`config.mk`:
```
export PLATFORM = sky130hd
export DESIGN_NAME = multi_channel_xor_cipher_flat
export DESIGN_NICKNAME = d
export VERILOG_FILES = /design/src/rtl/multi_channel_xor_cipher_if.sv /design/src/rtl/multi_channel_xor_cipher.sv /design/src/flat_wrapper.sv
export SDC_FILE = /design/constraint.sdc
export NUM_CORES = 2
export LEC_CHECK = 0
export BUFFER_PORTS_ARGS = -buffer_cell sky130_fd_sc_hd__clkbuf_2
export CORE_MARGIN = 2
export CORE_UTILIZATION = 60
export DETAILED_ROUTE_END_ITERATION = 8
export GPL_ROUTABILITY_DRIVEN = 0
export GPL_TIMING_DRIVEN = 1
export HOLD_SLACK_MARGIN = 0.06
export PLACE_DENSITY = 0.76
export RECOVER_POWER = 25
export SLEW_MARGIN = 0
export SYNTH_ARGS = -nofsm -noshare
export SYNTH_HDL_FRONTEND = slang
export SYNTH_SLANG_ARGS = --single-unit
```
`constraint.sdc`:
```
create_clock -name clk -period 4.2 [get_ports clk]
set_clock_uncertainty 0.05 [all_clocks]
set_input_delay 0.42 -clock clk [delete_from_list [all_inputs] [get_ports clk]]
set_output_delay 0.42 -clock clk [all_outputs]
set_load 0.01 [all_outputs]
```
`src/rtl/multi_channel_xor_cipher_if.sv`:
```
// Beat handshake bundle for multi_channel_xor_cipher: input beat stream and
// registered output beat stream, each with valid/ready flow control.
interface multi_channel_xor_cipher_if #(
    parameter int CH = 4,
    parameter int W  = 8
);
    localparam int CHW = (CH > 1) ? $clog2(CH) : 1;

    logic           in_valid;
    logic           in_ready;
    logic [CHW-1:0] in_ch;
    logic [W-1:0]   in_data;
    logic           out_valid;
    logic           out_ready;
    logic [CHW-1:0] out_ch;
    logic [W-1:0]   out_data;

    modport slave (
        input  in_valid, in_ch, in_data, out_ready,
        output in_ready, out_valid, out_ch, out_data
    );

    modport master (
        output in_valid, in_ch, in_data, out_ready,
        input  in_ready, out_valid, out_ch, out_data
    );
endinterface

```
`src/rtl/multi_channel_xor_cipher.sv`:
```
// Per-channel Galois-LFSR XOR stream cipher with serial config chain.
// Optional macro CIPHER_DBG_EN adds a registered recovered-plaintext output.
module multi_channel_xor_cipher_lane #(
    parameter int            N        = 32,
    parameter int            W        = 8,
    parameter logic [N-1:0]  TAPS_RST = '0,
    parameter logic [N-1:0]  SEED_RST = '0
) (
    input  logic         clk,
    input  logic         rst_n,
    input  logic         shift_en,
    input  logic         shift_in,
    input  logic         advance,
    input  logic         lock_en,
    output logic         shift_out,
    output logic         lock_err,
    output logic [W-1:0] ks
);
    logic [N-1:0] taps, state, state_step;

    // W Galois steps in one cycle; keystream bit i is the LSB before step i
    always_comb begin
        state_step = state;
        ks         = '0;
        for (int i = 0; i < W; i++) begin
            ks[i]      = state_step[0];
            state_step = (state_step >> 1) ^ (state_step[0] ? taps : '0);
        end
    end

    always_ff @(posedge clk or negedge rst_n) begin
        if (!rst_n) begin
            taps     <= TAPS_RST;
            state    <= SEED_RST;
            lock_err <= 1'b0;
        end else if (shift_en) begin
            {taps, state} <= {shift_in, taps, state[N-1:1]};
        end else if (lock_en && state == '0) begin
            // a zero state never leaves zero; stepping it would give ks=0 anyway
            state    <= {{(N-1){1'b0}}, 1'b1};
            lock_err <= 1'b1;
        end else if (advance) begin
            state <= state_step;
        end
    end

    assign shift_out = state[0];
endmodule

module multi_channel_xor_cipher #(
    parameter int           N            = 32,
    parameter int           CH           = 4,
    parameter int           W            = 8,
    parameter logic [N-1:0] TAPS_DEFAULT = N'(32'h4800_0000),
    parameter logic [N-1:0] SEED_DEFAULT = N'(8'h55)
) (
    input  logic                         clk,
    input  logic                         rst_n,
    input  logic                         cfg_en,
    input  logic                         cfg_i,
    output logic                         cfg_o,
    multi_channel_xor_cipher_if.slave    bus,
    output logic                         cfg_err,
    output logic [CH-1:0]                lock_err,
    output logic [W-1:0]                 dbg_data
);
    localparam int CHW = (CH > 1) ? $clog2(CH) : 1;
    localparam int LEN = CH * 2 * N;
    localparam int CW  = $clog2(LEN);

    typedef enum logic [1:0] {RUN, CFG, HALT} fsm_t;

    fsm_t                  fsm;
    logic [CW-1:0]         cnt;
    logic                  full_pass;
    logic [CH-1:0]         shift_out, adv;
    logic [CH-1:0][W-1:0]  ks_all;
    logic [W-1:0]          ks_sel;
    logic                  accept, lock_en;
    logic                  out_valid_q;
    logic [CHW-1:0]        out_ch_q;
    logic [W-1:0]          out_data_q;

    assign bus.in_ready = (fsm == RUN) && !cfg_en && (!out_valid_q || bus.out_ready);
    assign accept       = bus.in_valid && bus.in_ready;
    assign lock_en      = (fsm != CFG) && !cfg_en;
    assign cfg_o        = cfg_en & shift_out[0];

    // out-of-range channel matches no lane: zero keystream, nothing advances
    always_comb begin
        ks_sel = '0;
        adv    = '0;
        for (int c = 0; c < CH; c++) begin
            if (bus.in_ch == CHW'(c)) begin
                ks_sel = ks_all[c];
                adv[c] = accept;
            end
        end
    end

    // chain order {taps[CH-1],state[CH-1],...,taps[0],state[0]}, cfg_i at MSB
    for (genvar c = 0; c < CH; c++) begin : g_lane
        logic chain_in;
        if (c == CH - 1) begin : g_top
            assign chain_in = cfg_i;
        end else begin : g_mid
            assign chain_in = shift_out[c+1];
        end

        multi_channel_xor_cipher_lane #(
            .N        (N),
            .W        (W),
            .TAPS_RST (TAPS_DEFAULT),
            .SEED_RST (SEED_DEFAULT ^ N'(c))
        ) u_lane (
            .clk       (clk),
            .rst_n     (rst_n),
            .shift_en  (cfg_en),
            .shift_in  (chain_in),
            .advance   (adv[c]),
            .lock_en   (lock_en),
            .shift_out (shift_out[c]),
            .lock_err  (lock_err[c]),
            .ks        (ks_all[c])
        );
    end

    // Config FSM; counter wraps per full chain length, full_pass marks a wrap
    always_ff @(posedge clk or negedge rst_n) begin
        if (!rst_n) begin
            fsm       <= RUN;
            cnt       <= '0;
            full_pass <= 1'b0;
            cfg_err   <= 1'b0;
        end else if (cfg_en) begin
            fsm <= CFG;
            if (cnt == CW'(LEN - 1)) begin
                cnt       <= '0;
                full_pass <= 1'b1;
            end else begin
                cnt <= cnt + 1'b1;
            end
        end else if (fsm == CFG) begin
            cnt       <= '0;
            full_pass <= 1'b0;
            if (cnt == '0 && full_pass) begin
                fsm <= RUN;
            end else begin
                fsm     <= HALT;
                cfg_err <= 1'b1;
            end
        end
    end

    always_ff @(posedge clk or negedge rst_n) begin
        if (!rst_n) begin
            out_valid_q <= 1'b0;
            out_ch_q    <= '0;
            out_data_q  <= '0;
        end else if (accept) begin
            out_valid_q <= 1'b1;
            out_ch_q    <= bus.in_ch;
            out_data_q  <= bus.in_data ^ ks_sel;
        end else if (bus.out_ready) begin
            out_valid_q <= 1'b0;
        end
    end

    assign bus.out_valid = out_valid_q;
    assign bus.out_ch    = out_ch_q;
    assign bus.out_data  = out_data_q;

`ifdef CIPHER_DBG_EN
    logic [W-1:0] dbg_q;
    always_ff @(posedge clk or negedge rst_n) begin
        if (!rst_n)      dbg_q <= '0;
        else if (accept) dbg_q <= bus.in_data;
    end
    assign dbg_data = dbg_q;
`else
    assign dbg_data = '0;
`endif
endmodule

```
`src/flat_wrapper.sv`:
```
// flat-port wrapper written by rule: the top's interface ports become plain ports
module multi_channel_xor_cipher_flat 
#(
    parameter int           N            = 32,
    parameter int           CH           = 4,
    parameter int           W            = 8,
    parameter logic [N-1:0] TAPS_DEFAULT = N'(32'h4800_0000),
    parameter logic [N-1:0] SEED_DEFAULT = N'(8'h55)
)
  (clk, rst_n, cfg_en, cfg_i, cfg_o, cfg_err, lock_err, dbg_data, bus_in_valid, bus_in_ch, bus_in_data, bus_out_ready, bus_in_ready, bus_out_valid, bus_out_ch, bus_out_data);
  multi_channel_xor_cipher_if #(.CH(CH), .W(W)) bus_i ();
  input  logic clk;
  input  logic rst_n;
  input  logic cfg_en;
  input  logic cfg_i;
  output logic cfg_o;
  output logic cfg_err;
  output logic [CH-1:0] lock_err;
  output logic [W-1:0] dbg_data;
  input wire logic [$bits(bus_i.in_valid)-1:0] bus_in_valid;
  input wire logic [$bits(bus_i.in_ch)-1:0] bus_in_ch;
  input wire logic [$bits(bus_i.in_data)-1:0] bus_in_data;
  input wire logic [$bits(bus_i.out_ready)-1:0] bus_out_ready;
  output wire logic [$bits(bus_i.in_ready)-1:0] bus_in_ready;
  output wire logic [$bits(bus_i.out_valid)-1:0] bus_out_valid;
  output wire logic [$bits(bus_i.out_ch)-1:0] bus_out_ch;
  output wire logic [$bits(bus_i.out_data)-1:0] bus_out_data;
  assign bus_i.in_valid = bus_in_valid;
  assign bus_i.in_ch = bus_in_ch;
  assign bus_i.in_data = bus_in_data;
  assign bus_i.out_ready = bus_out_ready;
  assign bus_in_ready = bus_i.in_ready;
  assign bus_out_valid = bus_i.out_valid;
  assign bus_out_ch = bus_i.out_ch;
  assign bus_out_data = bus_i.out_data;
  multi_channel_xor_cipher #(.N(N), .CH(CH), .W(W), .TAPS_DEFAULT(TAPS_DEFAULT), .SEED_DEFAULT(SEED_DEFAULT)) u_core (.clk(clk), .rst_n(rst_n), .cfg_en(cfg_en), .cfg_i(cfg_i), .cfg_o(cfg_o), .bus(bus_i), .cfg_err(cfg_err), .lock_err(lock_err), .dbg_data(dbg_data));
endmodule
```
==> impl_metrics.yaml <==
logic_synthesis:
  synth_async_sr_flop_share_pct: 100.0
  yosysWarnings: 0
  syn_inst: 3463
  ys_seq_elements: 283
  synth_top_area_share_pct: 26.12
  synth_area_per_cell_um2: 8.143
  yosysTopAreaCell: "xnor2_1"
  synthFlopType: "dfrtp_1"
  yosys-top-cells-area: "xnor2_1 26%, dfrtp_1 23%, nand2_1 10%, mux2_2 5.1%, clkbuf_1 3.5%"
  syn_area_um2: 28200
  synth_edf_count: 0
  yosysSeqAreaShare_pct: 25.22
  yosysUniqueCellTypes: 76
route:
  wl_met1_mm: 30.35
  vias: 24210
  ant_nets: 0
  wl_per_cell_um: 18.34
  drt_wl_total_mm: 72.06
  drt_iter0_drc: 2353
  met2_length_mm: 34.61
  drc: 0
  drtPass1Iterations: 6
  routed.top_layer: "met5"
  viasPerCell: 6.163
  wl_met3_mm: 5.008
floorplan:
  dieArea_um2: 48750
  design.portCount: 42
  core_area_um2: 46460
  die_y_um: 220.8
  start_util_pct: 60.70
  die_w_um: 220.8
  std_cell_rows: 79
sta:
  period_share_pct: 97.85
  setup_viol_count_final: 0
  fmaxAchievable_mhz: 243.3
  fin_ws_ns: 0.09039
  grt_setup_unrepaired: "true"
  max_slew_margin_pct: -101.6
  fin_crit_ns: 4.110
  hold_violations: 0
  tightest_slew_ns: 3.025
  maxSlewViolCount: 109
cells_and_area:
  drive_gt1_share_pct: 16.92
  nets: 3313
  nFillCells: 3762
  antenna_cells: 0
  layout.cells.non_filler: 3929
  area_growth_pct: 7.285
run_status:
  violations: "max-capacitance violations, max-slew violations"
  outcome: "finished, violations left"
clocking:
  htreeDepth: 2
  clkSlewWorstSetupHoldPaths_ns: 0.06
  clock_path_buffers: 3
  worstSkewPairLatency_ns: 0.57
  clkSinkCount: 283
  cts_inserted_buffers: 38
  cts_tree: "done"
  clock-root-buffer: "clkbuf_16"
global_routing:
  grt_max_degree: 185
  grt_pass1_wl_mm: 120.6
  grt-ovfl-total: 0
  grtUsageTotal_pct: 29.90
  antenna_found_initial: 1
  first_global_vias: 23720
worst_setup_path:
  cp_slowest_cell: "dfstp_2"
  cp-start-kind: "flip-flop"
  required_ns: 4.63
  worstSetupPathType: "flip-flop to flip-flop"
  cpMostUsedCell: "and3_1"
  crit_family: "simple AND/OR/NAND/NOR gates"
  cpPeakStageDelay_ns: 0.64
  crit_chain: "o21ai_0, a32o_1, or3_4, a211o_1, nand4_1, xnor2_2, and3_1, or4_1, buf_6, nand3_1, xnor2_1, and3_1, o31ai_1"
  worstPathArrival_ns: 4.54
  critical_path.endpoint_type: "flip-flop"
  crit_fanout: 30
  cp_num_buf_inv: 1
worst_hold_path:
  hold_class: "primary input to flip-flop"
place:
  numPortBuffers: 33
  dp_slack_ns: 0.01877
  dp_hpwl_mm: 47.18
  placedCellCount: 3859
run:
  cap_violations: 1
## cell usage in the layout (no fill, tap or decap), drive strengths merged, types with 6 or more instances in the layout
| cell type | Yosys | layout |
|---|---|---|
| xnor2 | 843 | 843 |
| nand2 | 763 | 763 |
| dfrtp | 259 | 259 |
| nand3 | 151 | 151 |
| mux2 | 127 | 127 |
| a22oi | 123 | 123 |
| a21oi | 109 | 109 |
| buf | 91 | 108 |
| o21ai | 99 | 99 |
| o31ai | 94 | 94 |
| and3 | 93 | 93 |
| clkbuf | 268 | 83 |
| xor2 | 56 | 56 |
| nor2 | 38 | 38 |
| a21boi | 38 | 38 |
| nor4 | 37 | 37 |
| dfstp | 24 | 24 |
| nand4 | 22 | 22 |
| inv | 22 | 22 |
| and2 | 21 | 21 |
| a31oi | 14 | 14 |
| o2111ai | 13 | 13 |
| clkinv | 3 | 13 |
| a32oi | 12 | 12 |
| mux2i | 10 | 10 |
| nor3b | 10 | 10 |
| nor2b | 8 | 8 |
| nand2b | 8 | 8 |
| conb | 1 | 8 |
| o211ai | 7 | 7 |
| a22o | 6 | 6 |
| mux4 | 6 | 6 |
| or3b | 6 | 6 |
## state kept, by name, summed over array words and instances, names as in the netlist
| name | flops |
|---|---|
| u_core.cnt | 8 |
| u_core.g_lane.u_lane.lock_err | 4 |
| u_core.full_pass | 1 |
| u_core.fsm | 2 |
| u_core.cfg_err | 1 |
| u_core.g_lane.u_lane.state | 128 |
| u_core.g_lane.u_lane.taps | 128 |
| u_core.bus.out_data | 8 |
| u_core.bus.out_ch | 2 |
| u_core.bus.out_valid | 1 |
## tightest hold or removal path, delay by kind of cell
| family | cells | cell delay [ns] |
|---|---|---|
| buffers and inverters | 1 | 0.09 |
| AO/OA/AOI/OAI | 1 | 0.06 |
| XOR/XNOR | 1 | 0.10 |
## cell families (layout without fill, tap and decap cells)
| logic type | Yosys count | in the layout | synth area share (%) |
|---|---|---|---|
| buffers and inverters | 384 | 236 | 5.794 |
| other | 1 | 8 | 0.01330 |
| AND/OR/NAND/NOR | 1197 | 1197 | 20.19 |
| multiplexers | 143 | 143 | 5.950 |
| XOR/XNOR | 903 | 903 | 28.40 |
| flip-flops | 283 | 283 | 25.22 |
| AO/OA/AOI/OAI | 550 | 550 | 14.34 |
| adder cells (fa/ha/maj) | 2 | 2 | 0.08872 |
## timing repair
action	4_1_cts	5_1_grt
resized for setup	3	39
buffers inserted	0	1
setup endpoints to repair	3	123
hold buffers	2	0
endpoints found under the hold margin	101	0
## cell type report
| class | instances | area [um2] | area share, % |
|---|---|---|---|
| clock buffer | 49 | 1022 | 3.379 |
| clock inverter | 18 | 211.5 | 0.6989 |
| inverter | 25 | 93.84 | 0.3102 |
| multi-input combinational | 2803 | 19890 | 65.75 |
| sequential | 283 | 7114 | 23.51 |
| tap | 607 | 759.5 | 2.510 |
| timing repair buffer | 144 | 1162 | 3.842 |
## synth_stat cells, drive strengths merged, types with 10 or more instances
cell and number:
o2111ai 13, nand4 22, a31oi 14, nor3b 10, a21boi 38, clkbuf 268
and2 21, nand3 151, a32oi 12, mux2i 10, xnor2 843, and3 93
mux2 127, nor4 37, o31ai 94, inv 22, o21ai 99, a21oi 109
dfrtp 259, dfstp 24, buf 91, nor2 38, a22oi 123, nand2 763
xor2 56
## final timing paths
| kind | slack (ns) | endpoint | startpoint | depth (start not counted) |
|---|---|---|---|---|
| setup / recovery | 0.09 | u_core.g_lane[2].u_lane.state[1] | u_core.g_lane[2].u_lane.state[1] | 13 |
| hold / removal | 0.10 | u_core.bus.out_data[6] | bus_in_data[6] | 3 |
| setup reg to reg | 0.09 | u_core.g_lane[2].u_lane.state[1] | u_core.g_lane[2].u_lane.state[1] | 13 |
| hold reg to reg | 0.42 | u_core.g_lane[1].u_lane.lock_err | u_core.g_lane[1].u_lane.lock_err | 1 |
| max in group asynchronous | 1.00 | u_core.g_lane[0].u_lane.state[9] | rst_n | 2 |
| min in group asynchronous | 1.32 | u_core.g_lane[1].u_lane.taps[14] | rst_n | 2 |
## stage by stage
stage                     area [um2]  TNS (ns)  hold slack, ns  utilization, %
after floorplan                28230         0         0.07441               -
after global placement         28790         0          0.4066           61.97
after detailed placement       28790         0          0.4087           61.97
after CTS                      30060         0         0.07396           64.71
after global routing           30260   -0.3074         0.09601           65.13
final                          30260         0          0.1010           65.13
## routing by layer
metal  vias to the layer above  global-route usage [%]
met2                       872                   49.82
met4                         2                   11.27
met3                       168                   4.990
li1                      11260                       -
met1                     11910                   38.89
met5                         -                       0
Power is left out: the tool's default activity adds up to more than one toggle a clock period on the data nets, which glitch-free logic cannot reach.
